<file path="config.mk">
export PLATFORM = sky130hd
export DESIGN_NAME = r22sdf_frame_ctrl
export DESIGN_NICKNAME = d
export VERILOG_FILES = /design/src/rtl/r22sdf_pkg.sv /design/src/rtl/r22sdf_tag_dly.sv /design/src/rtl/r22sdf_frame_ctrl.sv
export SDC_FILE = /design/constraint.sdc
export NUM_CORES = 1
export LEC_CHECK = 0
export BUFFER_PORTS_ARGS = -buffer_cell sky130_fd_sc_hd__buf_2
export CORE_ASPECT_RATIO = 0.9
export CORE_UTILIZATION = 45
export DETAILED_ROUTE_END_ITERATION = 6
export HOLD_SLACK_MARGIN = 0.06
export SETUP_SLACK_MARGIN = 0.2
export SLEW_MARGIN = 30
export SYNTH_ARGS = -nofsm -noshare
export SYNTH_HDL_FRONTEND = slang
export SYNTH_SLANG_ARGS = --single-unit
</file>
<file path="constraint.sdc">
create_clock -name sys_clk -period 2.87 [get_ports sys_clk]
set_input_delay 0.574 -clock sys_clk [delete_from_list [all_inputs] [get_ports sys_clk]]
set_output_delay 0.574 -clock sys_clk [all_outputs]
set_load 0.05 [all_outputs]
</file>
<file path="src/rtl/r22sdf_pkg.sv">
// Shared definitions for the R2^2 SDF FFT frame controller.
package r22sdf_pkg;

  localparam int FFT_LEN  = 64;
  localparam int LOG2_LEN = 6;
  localparam int PIPE_LAT = 63;

  typedef enum logic [1:0] {
    ST_IDLE     = 2'd0,
    ST_WAIT_SOP = 2'd1,
    ST_RUN      = 2'd2,
    ST_FLUSH    = 2'd3
  } frame_state_t;

endpackage

</file>
<file path="src/rtl/r22sdf_tag_dly.sv">
// Valid/sop tag delay line that tracks samples through the FFT datapath.
// It shifts only when the datapath advances, so tags stay aligned with data.
// Requires depth >= 2.
module r22sdf_tag_dly
  import r22sdf_pkg::*;
#(
  parameter int depth = PIPE_LAT
) (
  input  logic sys_clk,
  input  logic sys_nrst,
  input  logic en,
  input  logic vld,
  input  logic sop,
  output logic q_vld,
  output logic q_sop,
  output logic any_vld
);

  logic [depth-1:0] vld_r;
  logic [depth-1:0] sop_r;

  // Shift the tags one stage per enabled datapath cycle; an untagged slot never carries sop.
  always_ff @(posedge sys_clk or negedge sys_nrst) begin
    if (!sys_nrst) begin
      vld_r <= {depth{1'b0}};
      sop_r <= {depth{1'b0}};
    end else if (en) begin
      vld_r <= {vld_r[depth-2:0], vld};
      sop_r <= {sop_r[depth-2:0], sop & vld};
    end
  end

  assign q_vld   = vld_r[depth-1];
  assign q_sop   = sop_r[depth-1];
  assign any_vld = |vld_r;

endmodule

</file>
<file path="src/rtl/r22sdf_frame_ctrl.sv">
// Frame controller for an R2^2 SDF FFT: admits input frames, feeds zeros to
// drain the pipeline, and tags the bit-reversed output stream.
module r22sdf_frame_ctrl
  import r22sdf_pkg::*;
#(
  parameter int fft_length = FFT_LEN,
  parameter int pipe_lat   = PIPE_LAT
) (
  input  logic                          sys_clk,
  input  logic                          sys_nrst,
  input  logic                          sys_en,
  input  logic                          cordic_rdy,
  input  logic                          in_valid,
  input  logic                          in_sop,
  output logic                          in_ready,
  output logic                          fft_en,
  output logic                          zero_in,
  output logic                          out_valid,
  output logic                          out_sop,
  output logic                          out_eop,
  output logic [$clog2(fft_length)-1:0] out_idx,
  output logic                          busy,
  output logic                          sop_err
);

  localparam int            LW      = $clog2(fft_length);
  localparam logic [LW-1:0] CNT_MAX = LW'(fft_length - 1);

  frame_state_t  state_r;
  logic [LW-1:0] in_cnt_r;
  logic [LW-1:0] out_cnt_r;
  logic [LW-1:0] rev_s;
  logic          sop_err_r;
  logic          go_s;
  logic          take_s;
  logic          tag_sop_s;
  logic          any_vld_s;

  // Handshake and datapath controls for the current cycle, decoded from state and inputs.
  always_comb begin
    go_s      = sys_en & cordic_rdy;
    in_ready  = 1'b0;
    fft_en    = 1'b0;
    zero_in   = 1'b0;
    take_s    = 1'b0;
    tag_sop_s = 1'b0;
    case (state_r)
      ST_IDLE: begin
        in_ready = 1'b0;
      end
      ST_WAIT_SOP: begin
        in_ready = go_s;
        if (go_s & in_valid & in_sop) begin
          fft_en    = 1'b1;
          take_s    = 1'b1;
          tag_sop_s = 1'b1;
        end else begin
          fft_en    = 1'b0;
        end
      end
      ST_RUN: begin
        in_ready = go_s;
        if (go_s & in_valid) begin
          fft_en    = 1'b1;
          take_s    = 1'b1;
          tag_sop_s = in_sop;
        end else begin
          fft_en    = 1'b0;
        end
      end
      ST_FLUSH: begin
        in_ready = go_s;
        fft_en   = go_s;
        if (in_valid & in_sop) begin
          zero_in   = 1'b0;
          take_s    = go_s;
          tag_sop_s = 1'b1;
        end else begin
          zero_in   = 1'b1;
        end
      end
      default: begin
        in_ready = 1'b0;
      end
    endcase
  end

  // Frame sequencing FSM with input sample counter and registered sop error pulse.
  always_ff @(posedge sys_clk or negedge sys_nrst) begin
    if (!sys_nrst) begin
      state_r   <= ST_IDLE;
      in_cnt_r  <= {LW{1'b0}};
      sop_err_r <= 1'b0;
    end else begin
      sop_err_r <= take_s & in_sop & (state_r == ST_RUN) & (in_cnt_r != {LW{1'b0}});
      if (go_s) begin
        case (state_r)
          ST_IDLE: begin
            state_r <= ST_WAIT_SOP;
          end
          ST_WAIT_SOP: begin
            if (take_s) begin
              in_cnt_r <= LW'(1);
              state_r  <= ST_RUN;
            end
          end
          ST_RUN: begin
            if (take_s) begin
              if (in_sop) begin
                in_cnt_r <= LW'(1);
              end else if (in_cnt_r == CNT_MAX) begin
                in_cnt_r <= {LW{1'b0}};
                state_r  <= ST_FLUSH;
              end else begin
                in_cnt_r <= in_cnt_r + LW'(1);
              end
            end
          end
          ST_FLUSH: begin
            if (take_s) begin
              in_cnt_r <= LW'(1);
              state_r  <= ST_RUN;
            end else if (!any_vld_s) begin
              state_r  <= ST_WAIT_SOP;
            end
          end
          default: begin
            state_r <= ST_IDLE;
          end
        endcase
      end
    end
  end

  r22sdf_tag_dly #(
    .depth(pipe_lat)
  ) u_tag_dly (
    .sys_clk (sys_clk),
    .sys_nrst(sys_nrst),
    .en      (fft_en),
    .vld     (take_s),
    .sop     (tag_sop_s),
    .q_vld   (out_valid),
    .q_sop   (out_sop),
    .any_vld (any_vld_s)
  );

  // Output sample counter; a held output during a stall is counted once, when the datapath advances.
  always_ff @(posedge sys_clk or negedge sys_nrst) begin
    if (!sys_nrst) begin
      out_cnt_r <= {LW{1'b0}};
    end else if (out_valid & fft_en) begin
      if (out_sop) begin
        out_cnt_r <= LW'(1);
      end else if (out_cnt_r == CNT_MAX) begin
        out_cnt_r <= {LW{1'b0}};
      end else begin
        out_cnt_r <= out_cnt_r + LW'(1);
      end
    end
  end

  // Output bin is the bit-reversed sample count; a tagged sop is always bin 0.
  always_comb begin
    rev_s = {LW{1'b0}};
    for (int b = 0; b < LW; b++) begin
      rev_s[b] = out_cnt_r[LW-1-b];
    end
    if (out_sop) begin
      out_idx = {LW{1'b0}};
    end else begin
      out_idx = rev_s;
    end
  end

  assign out_eop = out_valid & (out_cnt_r == CNT_MAX);
  assign busy    = (state_r == ST_RUN) | (state_r == ST_FLUSH) | any_vld_s;
  assign sop_err = sop_err_r;

endmodule
</file>
* Word level (Yosys, flattened, before mapping) *
Index checks and enable logic that the tools add are counted.

word-level totals
  logic and storage cells = 65
  output and inout bits = 14
  register bits after elaboration = 141

operators by class
  reduce and logical (&&, ||, !) cells = 8
  add/subtract/negate cells = 2
  muxes and demuxes = 26
  bitwise logic cells = 12
  equality and inequality tests = 11

operators with widths
  cell                                            number
  OR reduction 63 bit                             1
  2-to-1 mux 6 bit                                7
  adder 6 x 1 -> 6 bit (second input constant)    2
  == test 6 bit (second input constant)           2
  2-to-1 mux 2 bit                                6
  one-hot mux 6 bit (2 select lines)              1
  AND 1 bit                                       10
  one-hot mux 1 bit (3 select lines)              3
  one-hot mux 2 bit (4 select lines)              1
  2-to-1 mux 1 bit                                7
  != test 2 bit (second input constant)           3
  AND reduction 6 bit                             1
  nonzero test 6 bit                              1
  == test 2 bit (second input constant)           2
  != test 2 x 1 -> 1 bit (second input constant)  2
  AND reduction 4 bit                             1
  != test 3 bit (second input constant)           1
  OR reduction 3 bit                              1
  == test 2 x 1 -> 1 bit (second input constant)  1
  zero test 2 bit                                 1
  bitwise OR 1 bit                                2
  one-hot mux 1 bit (2 select lines)              1
  nonzero test 2 bit                              1
  OR reduction 2 bit                              1

* Depth between registers and ports, before layout *
Gate-level depths: netlist (run 1).

  depth in word-level cells = 8
  gate-level depth with buffers = 12

* Hierarchy *
From an unflattened synthesis (run 1), not the netlist that was laid out.

unflattened totals
  cell total of the unflattened synthesis = 421
  area total of the unflattened synthesis = 5944.5 sq um

by module, submodules not included
  module             area each (sq um)  seq. area each (sq um)  cells an instance  instances
  r22sdf_tag_dly     4789.6             3153.0                  289                1
  r22sdf_frame_ctrl  1154.9             375.4                   132                1

* Least setup slack after synthesis (run 1) *
No wires, ideal clock.

  path kind = register to output
  start = register state_r[0]
  end = output fft_en
  buffers on the path = 3
  cell stages (with the launch flop) = 9
  required time = 2.296 ns
  data arrival time = 2.195 ns
  setup slack = 0.101 ns
  cells stage by stage = dfrtp_1 -> inv_1 -> ha_1 -> nor2_1 -> nand2b_1 -> buf_4 -> inv_2 -> buf_6 -> buf_6

on the way
  cells in the longest elaborated chain, start to end = 2

RTL lines
  item                                                            RTL line                  text
  start: declaration                                              r22sdf_frame_ctrl.sv:29   frame_state_t state_r;
  start signal: assignment                                        r22sdf_frame_ctrl.sv:91   state_r <= ST_IDLE;
  start signal: assignment                                        r22sdf_frame_ctrl.sv:99   state_r <= ST_WAIT_SOP;
  start signal: assignment                                        r22sdf_frame_ctrl.sv:104  state_r <= ST_RUN;
  == test 2 bit / == test 2 x 1 -> 1 bit (equally long branches)  r22sdf_frame_ctrl.sv:47   case (state_r)
  one-hot mux 1 bit (3 select lines) (*)                          r22sdf_frame_ctrl.sv:47
  end: declaration                                                r22sdf_frame_ctrl.sv:16   output logic fft_en,

Mark *: on every way between the ends. The rest lies on a longest branch, timed or not.

* Worst setup path after layout (run 1) *
  start = register state_r[1]
  end = output fft_en

The elaborated chain is that of the path after synthesis.

==> results of run 1 <==
cell type report:
type                            instances  area share [%]
Clock buffer                           19           6.206
Clock inverter                         13           1.865
Inverter                               10          0.5740
Multi-Input combinational cell        253           34.82
Sequential cell                       141           50.62
Tap cell                              164           2.942
Timing Repair Buffer                   27           2.978
cells in the mapped netlist (3+ instances only):
library cell and n:
a21oi_1 5, buf_2 8, buf_6 6, clkbuf_1 3
dfrtp_1 141, ha_1 7, inv_1 9, mux2_1 4
mux2_2 72, mux2_4 47, nand2_1 19, nand2b_1 3
nand3_1 8, nand4_1 4, nor2_1 9, nor2b_1 4
nor3_1 6, nor4_1 18, o21ai_0 14, or2_2 3
stage by stage:
step                      utilization [%]  area, um^2  total power [W]
final                               54.15        6975         0.005057
after global routing                54.15        6975         0.005305
after CTS                           53.60        6905         0.005056
after detailed placement            49.01        6314         0.002933
after global placement              49.01        6314         0.002916
after floorplan                         -        6056         0.002720
placed cells by master, fill, tap and decap left out, drive strengths merged, types with 2 or more instances in the layout:
cell type    n
a21o         2
a21oi        5
a22o         2
buf         26
clkbuf      20
clkinv       3
clkinvlp     3
dfrtp      141
ha           7
inv         16
mux2       123
nand2       19
nand2b       3
nand3        8
nand3b       2
nand4        4
nor2         9
nor2b        4
nor3         6
nor4        18
o21ai       16
o311ai       2
o31a         2
or2          3
or4          2
or4b         2
worst max-delay path, cell delays in order, from the launching register on:
cell and delay [ns]:
dfrtp_2 0.41, inv_1 0.09, ha_1 0.25, a21o_1 0.20, a21oi_1 0.19, nand2b_4 0.18
inv_4 0.05, clkbuf_4 0.21
flip-flops by register name, indices dropped and copies added, names as in the netlist:
register	count
out_cnt_r	6
u_tag_dly.vld_r	63
in_cnt_r	6
state_r	2
u_tag_dly.sop_r	63
sop_err	1
power groups by stage:
stage | Sequential [W] | Clock, W | Combinational (W)
2_1_floorplan | 0.00219 | 0 | 0.000526
3_3_place_gp | 0.00219 | 0 | 0.000731
3_5_place_dp | 0.00219 | 0 | 0.000741
4_1_cts | 0.00216 | 0.00214 | 0.000760
5_1_grt | 0.00218 | 0.00222 | 0.000900
6_report | 0.00217 | 0.00207 | 0.000816
cell families after synthesis:
logic type                 Yosys count  synth area share, %
DFF                                141                58.29
muxes                              124                25.96
and+or+nand+nor                     85                7.607
AOI/OAI and AO/OA                   37                3.866
buffers and inverters               29                2.832
adders and majority gates            7                1.447
metal layers:
metal / wire [um] / global-route usage (%) / vias to the layer above
met5: 0 / 0 / -
met4: 131 / 6.506 / 0
met3: 231 / 3.813 / 13
met2: 4500 / 22.39 / 31
met1: 4952 / 21.83 / 1727
li1: - / - / 1593
what timing repair did:
item / CTS / global route
pin swaps: 0 / 5
setup buffers: 0 / 2
gates resized for setup: 6 / 12
endpoints found under the setup margin: 2 / 2
final timing paths:
kind,from,endpoint,slack (ns),cells past startpoint
worst max-delay path,state_r[1]$_DFFE_PN0P_,fft_en,0.30,7
worst min-delay path,sys_nrst,out_cnt_r[5]$_DFFE_PN0P_,0.11,1
worst max register to register,state_r[0]$_DFFE_PN0P_,in_cnt_r[5]$_DFFE_PN0P_,0.41,7
worst min register to register,u_tag_dly.sop_r[61]$_DFFE_PN0N_,u_tag_dly.sop_r[61]$_DFFE_PN0N_,0.50,1
max in group asynchronous,sys_nrst,u_tag_dly.sop_r[20]$_DFFE_PN0N_,2.04,2
min in group sys_clk,in_sop,sop_err$_DFF_PN0_,0.46,3
==> results.sh, run 1 <==
export IMPL_final_cells=627
export IMPL_outcome="finished, final reports clean"
export IMPL_final_fill_count=1085
export IMPL_p_seq_share_pct=42.8
export IMPL_yosysWarnings=0
export IMPL_slew_viol_final=0
export IMPL_die_h_um=112.0
export IMPL_avgSynthCellArea_um2=14.31
export IMPL_min_period_over_period_pct=89.41
export IMPL_cp_start_kind="register"
export IMPL_path_class="register to output port"
export IMPL_routed_via_density=5.365
export IMPL_synth_top_area_cell="dfrtp_1"
export IMPL_finalSetupTns_ns=0
export IMPL_h_tree_depth=4
export IMPL_cp_required_ns=2.30
export IMPL_grt_pass1_vias=3418
export IMPL_relSlewSlack_pct=56.27
export IMPL_cp_max_fo=6
export IMPL_place_ws_ns=0.4055
export IMPL_ctsHoldBuffers=0
export IMPL_routedWlPerCell_um=15.65
export IMPL_clk_pin_slew_ns=0.06
export IMPL_skew_ns=0.01156
export IMPL_synth_edf_count=0
export IMPL_hold_path_class="input port to async pin"
export IMPL_worst_pin_slew_ns=0.6516
export IMPL_post_place_cells=593
export IMPL_holdWs_ns=0.1072
export IMPL_ant_nets=0
export IMPL_insertion_delay_ns=0.41
export IMPL_p_clk_share_pct=41.0
export IMPL_root_buffer="clkbuf_16"
export IMPL_worst_ep_arrival_time_ns=1.99
export IMPL_ir_drop_mv=0.3842
export IMPL_synthFlopType="dfrtp_1"
export IMPL_synth_seq_area_share_pct=58.29
export IMPL_synth_area_leaders="dfrtp_1 58%, mux2_2 13%, mux2_4 12%"
export IMPL_leakage_nw=3.441
export IMPL_ys_seq_elements=141
export IMPL_hold_viol=0
export IMPL_firstDrtPassIters=6
export IMPL_cts_tree="yes"
export IMPL_synth_top_area_share_pct=58.29
export IMPL_regArea_um2=3531
export IMPL_setup_violations_final=0
export IMPL_maxCapViolCount=0
export IMPL_p_sw_share_pct=28.66
export IMPL_worstSetupEndpointType="output port"
export IMPL_fin_crit_ns=2.566
export IMPL_p_switching_w=0.001449
export IMPL_grt_pass1_wl_um=17080
export IMPL_cts_sinks=141
export IMPL_num_vias=3364
export IMPL_pwr_share_comb_pct=16.1
export IMPL_grt_antenna_before_repair=0
export IMPL_overflow=0
export IMPL_numPortBuffers=19
export IMPL_cts_buffers=17
export IMPL_syn_to_final_growth_pct=15.23
export IMPL_cts_path_max_buffers=2
export IMPL_async_flop_share_pct=100.0
export IMPL_intPower_w=0.003607
export IMPL_initial_utilization_pct=46.99
export IMPL_fmax_mhz=389.7
export IMPL_drc=0
export IMPL_num_rows=39
export IMPL_core_um2=12880
export IMPL_syn_inst=423
export IMPL_rsz0062_at_grt="true"
export IMPL_multi_input_area_um2=2429
export IMPL_syn_nets=436
export IMPL_grt_max_degree=69
export IMPL_syn_area_um2=6053
export IMPL_pwr_density_cell_nw_per_um2=724.9
export IMPL_drive_gt1_share_pct=41.90
export IMPL_dieArea_um2=13920
export IMPL_antennaDiodeCount=0
export IMPL_drt_iter0_drc=192
export IMPL_groute_usage_overall_pct=15.33
export IMPL_ys_types=44
export IMPL_nets=463
export IMPL_setup_ws_ns=0.3040
export IMPL_die_width_um=124.3
export IMPL_finalWirelength_um=9815
export IMPL_place_hpwl_um=5952
export IMPL_routabilityCongestion=0.7981
export IMPL_boundaryPins=20
(Power assumes the default switching activity.)
==> inputs of run 2 (changes only) <==
- BUFFER_PORTS_ARGS: -buffer_cell sky130_fd_sc_hd__buf_2 -> -buffer_cell sky130_fd_sc_hd__buf_4
- REMOVE_ABC_BUFFERS: not set -> 1
==> results.sh, run 2 (synthesis results as in run 1) <==
export IMPL_boundaryPins=20
export IMPL_rsz0062_at_grt="true"
export IMPL_fin_area_um2=7088
export IMPL_place_hpwl_um=5989
export IMPL_drt_iter0_drc=176
export IMPL_worst_ep_arrival_time_ns=2.00
export IMPL_core_um2=12880
export IMPL_die_h_um=112.0
export IMPL_cts_sinks=141
export IMPL_drive_gt1_share_pct=42.09
export IMPL_cts_buffers=17
export IMPL_cts_tree="yes"
export IMPL_fin_crit_ns=2.577
export IMPL_routedWlPerCell_um=15.84
export IMPL_routed_via_density=5.321
export IMPL_worstSetupEndpointType="output port"
export IMPL_groute_usage_overall_pct=15.73
export IMPL_hold_viol=0
export IMPL_num_rows=39
export IMPL_dpl_cell_area_um2=6371
export IMPL_rrSetupSlack_ns=0.39
export IMPL_multi_input_area_um2=2424
export IMPL_hold_path_class="input port to async pin"
export IMPL_reg2reg_from="state_r[1]$_DFFE_PN0P_"
export IMPL_cp_start_kind="register"
export IMPL_fmax_mhz=388.1
export IMPL_crit_family="buffers and inverters"
export IMPL_num_vias=3363
export IMPL_slowest_delay_ns=0.43
export IMPL_r2r_cells=9
export IMPL_grt_antenna_before_repair=0
export IMPL_maxCapViolCount=0
export IMPL_cts_path_max_buffers=2
export IMPL_relSlewSlack_pct=48.88
export IMPL_dieArea_um2=13920
export IMPL_ir_drop_mv=0.4611
export IMPL_overflow=0
export IMPL_syn_to_final_growth_pct=17.09
export IMPL_clk_pin_slew_ns=0.06
export IMPL_reg_largest_list="u_tag_dly.sop_r x63, u_tag_dly.vld_r x63"
export IMPL_skew_ns=0.007962
export IMPL_antennaDiodeCount=0
export IMPL_h_tree_depth=4
export IMPL_nets=468
export IMPL_path_class="register to output port"
export IMPL_post_place_cells=595
export IMPL_pwr_density_cell_nw_per_um2=724.2
export IMPL_routabilityCongestion=0.8011
export IMPL_final_cell_mix="139 x dfrtp_1, 72 x mux2_2, 47 x mux2_4"
export IMPL_min_period_over_period_pct=89.79
export IMPL_finalWirelength_um=10010
export IMPL_crit_path_start="state_r[1]$_DFFE_PN0P_"
export IMPL_path_cells="inv_1 -> ha_2 -> a21o_1 -> a21oi_1 -> nand2b_1 -> bufinv_8 -> buf_6"
export IMPL_drc=0
export IMPL_r2r_end="u_tag_dly.vld_r[17]$_DFFE_PN0N_"
export IMPL_insertion_delay_ns=0.41
export IMPL_cp_max_fo=6
export IMPL_path_buf_inv=3
export IMPL_cp_required_ns=2.30
export IMPL_grt_pass1_wl_um=17360
export IMPL_final_fill_count=1066
export IMPL_worst_pin_slew_ns=0.7617
export IMPL_regArea_um2=3531
export IMPL_holdWs_ns=0.1362
export IMPL_cp_slowest_cell="dfrtp_2"
export IMPL_firstDrtPassIters=4
export IMPL_initial_utilization_pct=46.99
export IMPL_final_cells=632
export IMPL_slew_viol_final=0
export IMPL_die_width_um=124.3
export IMPL_grt_max_degree=65
export IMPL_setup_violations_final=0
export IMPL_final_common_cell="dfrtp_1"
export IMPL_numPortBuffers=19
export IMPL_ant_nets=0
export IMPL_leakage_nw=3.507
export IMPL_root_buffer="clkbuf_16"
export IMPL_outcome="finished, final reports clean"
export IMPL_grt_pass1_vias=3488
[run 2: timing repair]
item | in CTS | in global routing
buffers inserted | 2 | 3
pin swaps | 0 | 3
resized for setup | 8 | 10
hold buffers | 0 | 0
setup endpoints to repair | 2 | 7
[run 2: worst register-to-register path: stages (launching register included)]
cell      delay (ns)
dfrtp_2         0.45
inv_1           0.11
ha_2            0.24
a21o_1          0.14
a21oi_1         0.07
nand2b_1        0.18
bufinv_8        0.22
buf_4           0.20
buf_12          0.35
mux2_1          0.39
[run 2: worst max path at each step]
| stage | slack [ns] | end | cells after the start |
|---|---|---|---|
| floorplan | -1.80 | fft_en | 5 |
| global placement | 0.49 | u_tag_dly.sop_r[19]$_DFFE_PN0N_ | 8 |
| detailed placement | 0.43 | u_tag_dly.vld_r[25]$_DFFE_PN0N_ | 8 |
| CTS | 0.20 | busy | 6 |
| global route | 0.18 | fft_en | 7 |
| finish | 0.29 | fft_en | 7 |
[run 2: power breakdown]
group	total, W	internal (W)	switching [W]	leakage [nW]
Clock	0.00215	0.00135	0.000806	0.290
Combinational	0.000823	0.000342	0.000480	1.29
Sequential	0.00216	0.00207	0.0000877	1.93
Total	0.00513	0.00376	0.00137	3.51
[run 2: cell type report]
class                   count  share of cell area [%]
flip-flops and latches    141                   49.81
multi-input cells         253                   34.19
clock buffers              22                   6.690
repair buffers             32                   4.078
well taps                 164                   2.895
clock inverters            10                   1.606
inverters                  10                  0.7237
[run 2: metal layers]
metal	global-route usage (%)	vias to the layer above	routed length [um]
li1	-	1603	-
met1	22.32	1713	5221
met2	22.43	35	4364
met3	4.909	12	292
met4	6.265	0	131
met5	0	-	0
[run 2: metrics by stage]
stage	setup WS, ns	TNS (ns)	total power [W]	util, %
final	0.2931	0	0.005133	55.02
after floorplan	-1.802	-167.16	0.002703	-
after global routing	0.1785	0	0.005373	55.02
after CTS	0.2003	0	0.005132	54.49
after detailed placement	0.4298	0	0.002941	49.46
after global placement	0.4910	0	0.002933	49.46
==> inputs of run 3 (changes only) <==
- CORE_UTILIZATION: 45 -> 55
- PLACE_DENSITY: not set -> 0.72
- TNS_END_PERCENT: not set -> 30
==> results.sh, run 3 (synthesis results as in run 1) <==
export IMPL_outcome="finished, final reports clean"
export IMPL_cp_start_kind="register"
export IMPL_grt_max_degree=67
export IMPL_final_common_cell="dfrtp_1"
export IMPL_p_sw_share_pct=25.97
export IMPL_pwr_density_cell_nw_per_um2=734.2
export IMPL_cts_buffers=17
export IMPL_insertion_delay_ns=0.40
export IMPL_core_um2=10470
export IMPL_antennaDiodeCount=0
export IMPL_boundaryPins=20
export IMPL_ir_drop_mv=0.5613
export IMPL_cp_required_ns=2.30
export IMPL_slew_viol_final=0
export IMPL_reg_largest_list="u_tag_dly.sop_r x63, u_tag_dly.vld_r x63"
export IMPL_finalWirelength_um=9869
export IMPL_routed_via_density=5.683
export IMPL_fmax_mhz=382.9
export IMPL_fin_crit_ns=2.612
export IMPL_p_clk_share_pct=41.9
export IMPL_root_buffer="clkbuf_16"
export IMPL_drive_gt1_share_pct=41.21
export IMPL_final_fill_count=750
export IMPL_drt_iter0_drc=188
export IMPL_min_period_over_period_pct=91.00
export IMPL_maxCapViolCount=0
export IMPL_r2r_cells=7
export IMPL_rsz0062_at_grt="true"
export IMPL_groute_usage_overall_pct=19.33
export IMPL_intPower_w=0.003802
export IMPL_p_switching_w=0.001334
export IMPL_cts_tree="yes"
export IMPL_drc=0
export IMPL_cts_path_max_buffers=2
export IMPL_pwr_share_comb_pct=15.8
export IMPL_p_seq_share_pct=42.3
export IMPL_die_width_um=112.6
export IMPL_grt_antenna_before_repair=0
export IMPL_routabilityCongestion=0.8449
export IMPL_worst_ep_arrival_time_ns=2.04
export IMPL_syn_to_final_growth_pct=15.56
export IMPL_setup_violations_final=0
export IMPL_die_h_um=101.5
export IMPL_cts_sinks=141
export IMPL_grt_pass1_wl_um=16830
export IMPL_relSlewSlack_pct=56.72
export IMPL_rrSetupSlack_ns=0.52
export IMPL_dieArea_um2=11430
export IMPL_routedWlPerCell_um=16.73
export IMPL_overflow=0
export IMPL_firstDrtPassIters=6
export IMPL_final_cell_mix="139 x dfrtp_1, 72 x mux2_2, 47 x mux2_4"
export IMPL_ctsHoldBuffers=0
export IMPL_initial_utilization_pct=57.84
export IMPL_h_tree_depth=4
export IMPL_num_vias=3353
export IMPL_holdWs_ns=0.1561
export IMPL_num_rows=35
export IMPL_fin_util_pct=66.84
export IMPL_hold_path_class="input port to async pin"
export IMPL_numPortBuffers=19
export IMPL_ant_nets=0
export IMPL_worstSetupEndpointType="output port"
export IMPL_clk_pin_slew_ns=0.06
export IMPL_nets=462
export IMPL_path_class="register to output port"
export IMPL_worst_pin_slew_ns=0.6448
export IMPL_place_hpwl_um=5913
export IMPL_hold_viol=0
export IMPL_leakage_nw=3.470
export IMPL_cp_max_fo=3
export IMPL_skew_ns=0.004909
export IMPL_r2r_end="in_cnt_r[5]$_DFFE_PN0P_"
export IMPL_reg2reg_from="state_r[0]$_DFFE_PN0P_"
export IMPL_grt_pass1_vias=3433
run 3: repair_timing:
action,in CTS,in global routing
pin swaps,0,4
resized for setup,7,14
buffers inserted,0,1
setup endpoints to repair,2,2
run 3: metal layers:
| layer | wire, um | GRT usage (%) |
|---|---|---|
| met5 | 0 | 0 |
| met4 | 83 | 6.462 |
| met3 | 271 | 6.643 |
| met2 | 4725 | 29.58 |
| met1 | 4788 | 26.08 |
run 3: final cells by class:
class,count,area (um^2),area share (%)
Clock buffer,24,471.7,6.743
Clock inverter,7,112.6,1.610
Inverter,10,50.05,0.7154
Multi-Input combinational cell,253,2429,34.72
Sequential cell,141,3531,50.47
Tap cell,129,161.4,2.307
Timing Repair Buffer,26,240.2,3.434
run 3: through the flow:
step	area, um^2	std cells	setup TNS [ns]	total power, W	setup WS (ns)
2_1_floorplan	5919	404	-167.16	0.002703	-1.802
3_3_place_gp	6312	558	0	0.002928	0.5124
3_5_place_dp	6312	558	0	0.002955	0.4224
4_1_cts	6915	589	0	0.005147	0.1731
5_1_grt	6995	590	0	0.005368	0.1657
6_report	6995	590	0	0.005136	0.2582
run 3: how the worst max path moves through the flow:
stage                                         start                         endpoint  slack, ns  cells after the start
floorplan                    state_r[0]$_DFFE_PN0P_                           fft_en      -1.80                      5
global placement             state_r[0]$_DFFE_PN0P_  u_tag_dly.vld_r[43]$_DFFE_PN0N_       0.51                      8
detailed placement           state_r[0]$_DFFE_PN0P_  u_tag_dly.sop_r[17]$_DFFE_PN0N_       0.42                      8
CTS                 u_tag_dly.vld_r[53]$_DFFE_PN0N_                             busy       0.17                      6
global route        u_tag_dly.vld_r[33]$_DFFE_PN0N_                             busy       0.17                      6
finish               u_tag_dly.vld_r[0]$_DFFE_PN0N_                             busy       0.26                      6
run 3: critical path, cell delays in order (launching register included):
cell	delay, ns
dfrtp_1	0.41
nor4_2	0.32
nand4_1	0.20
nor4_2	0.31
buf_4	0.17
nand2_1	0.04
buf_4	0.18
run 3: power groups by stage:
stage	clock [W]	combinational [W]	sequential, W
3_3_place_gp	0	0.000741	0.00219
4_1_cts	0.00220	0.000785	0.00216
6_report	0.00215	0.000812	0.00217
3_5_place_dp	0	0.000763	0.00219
2_1_floorplan	0	0.000509	0.00219
5_1_grt	0.00229	0.000892	0.00218
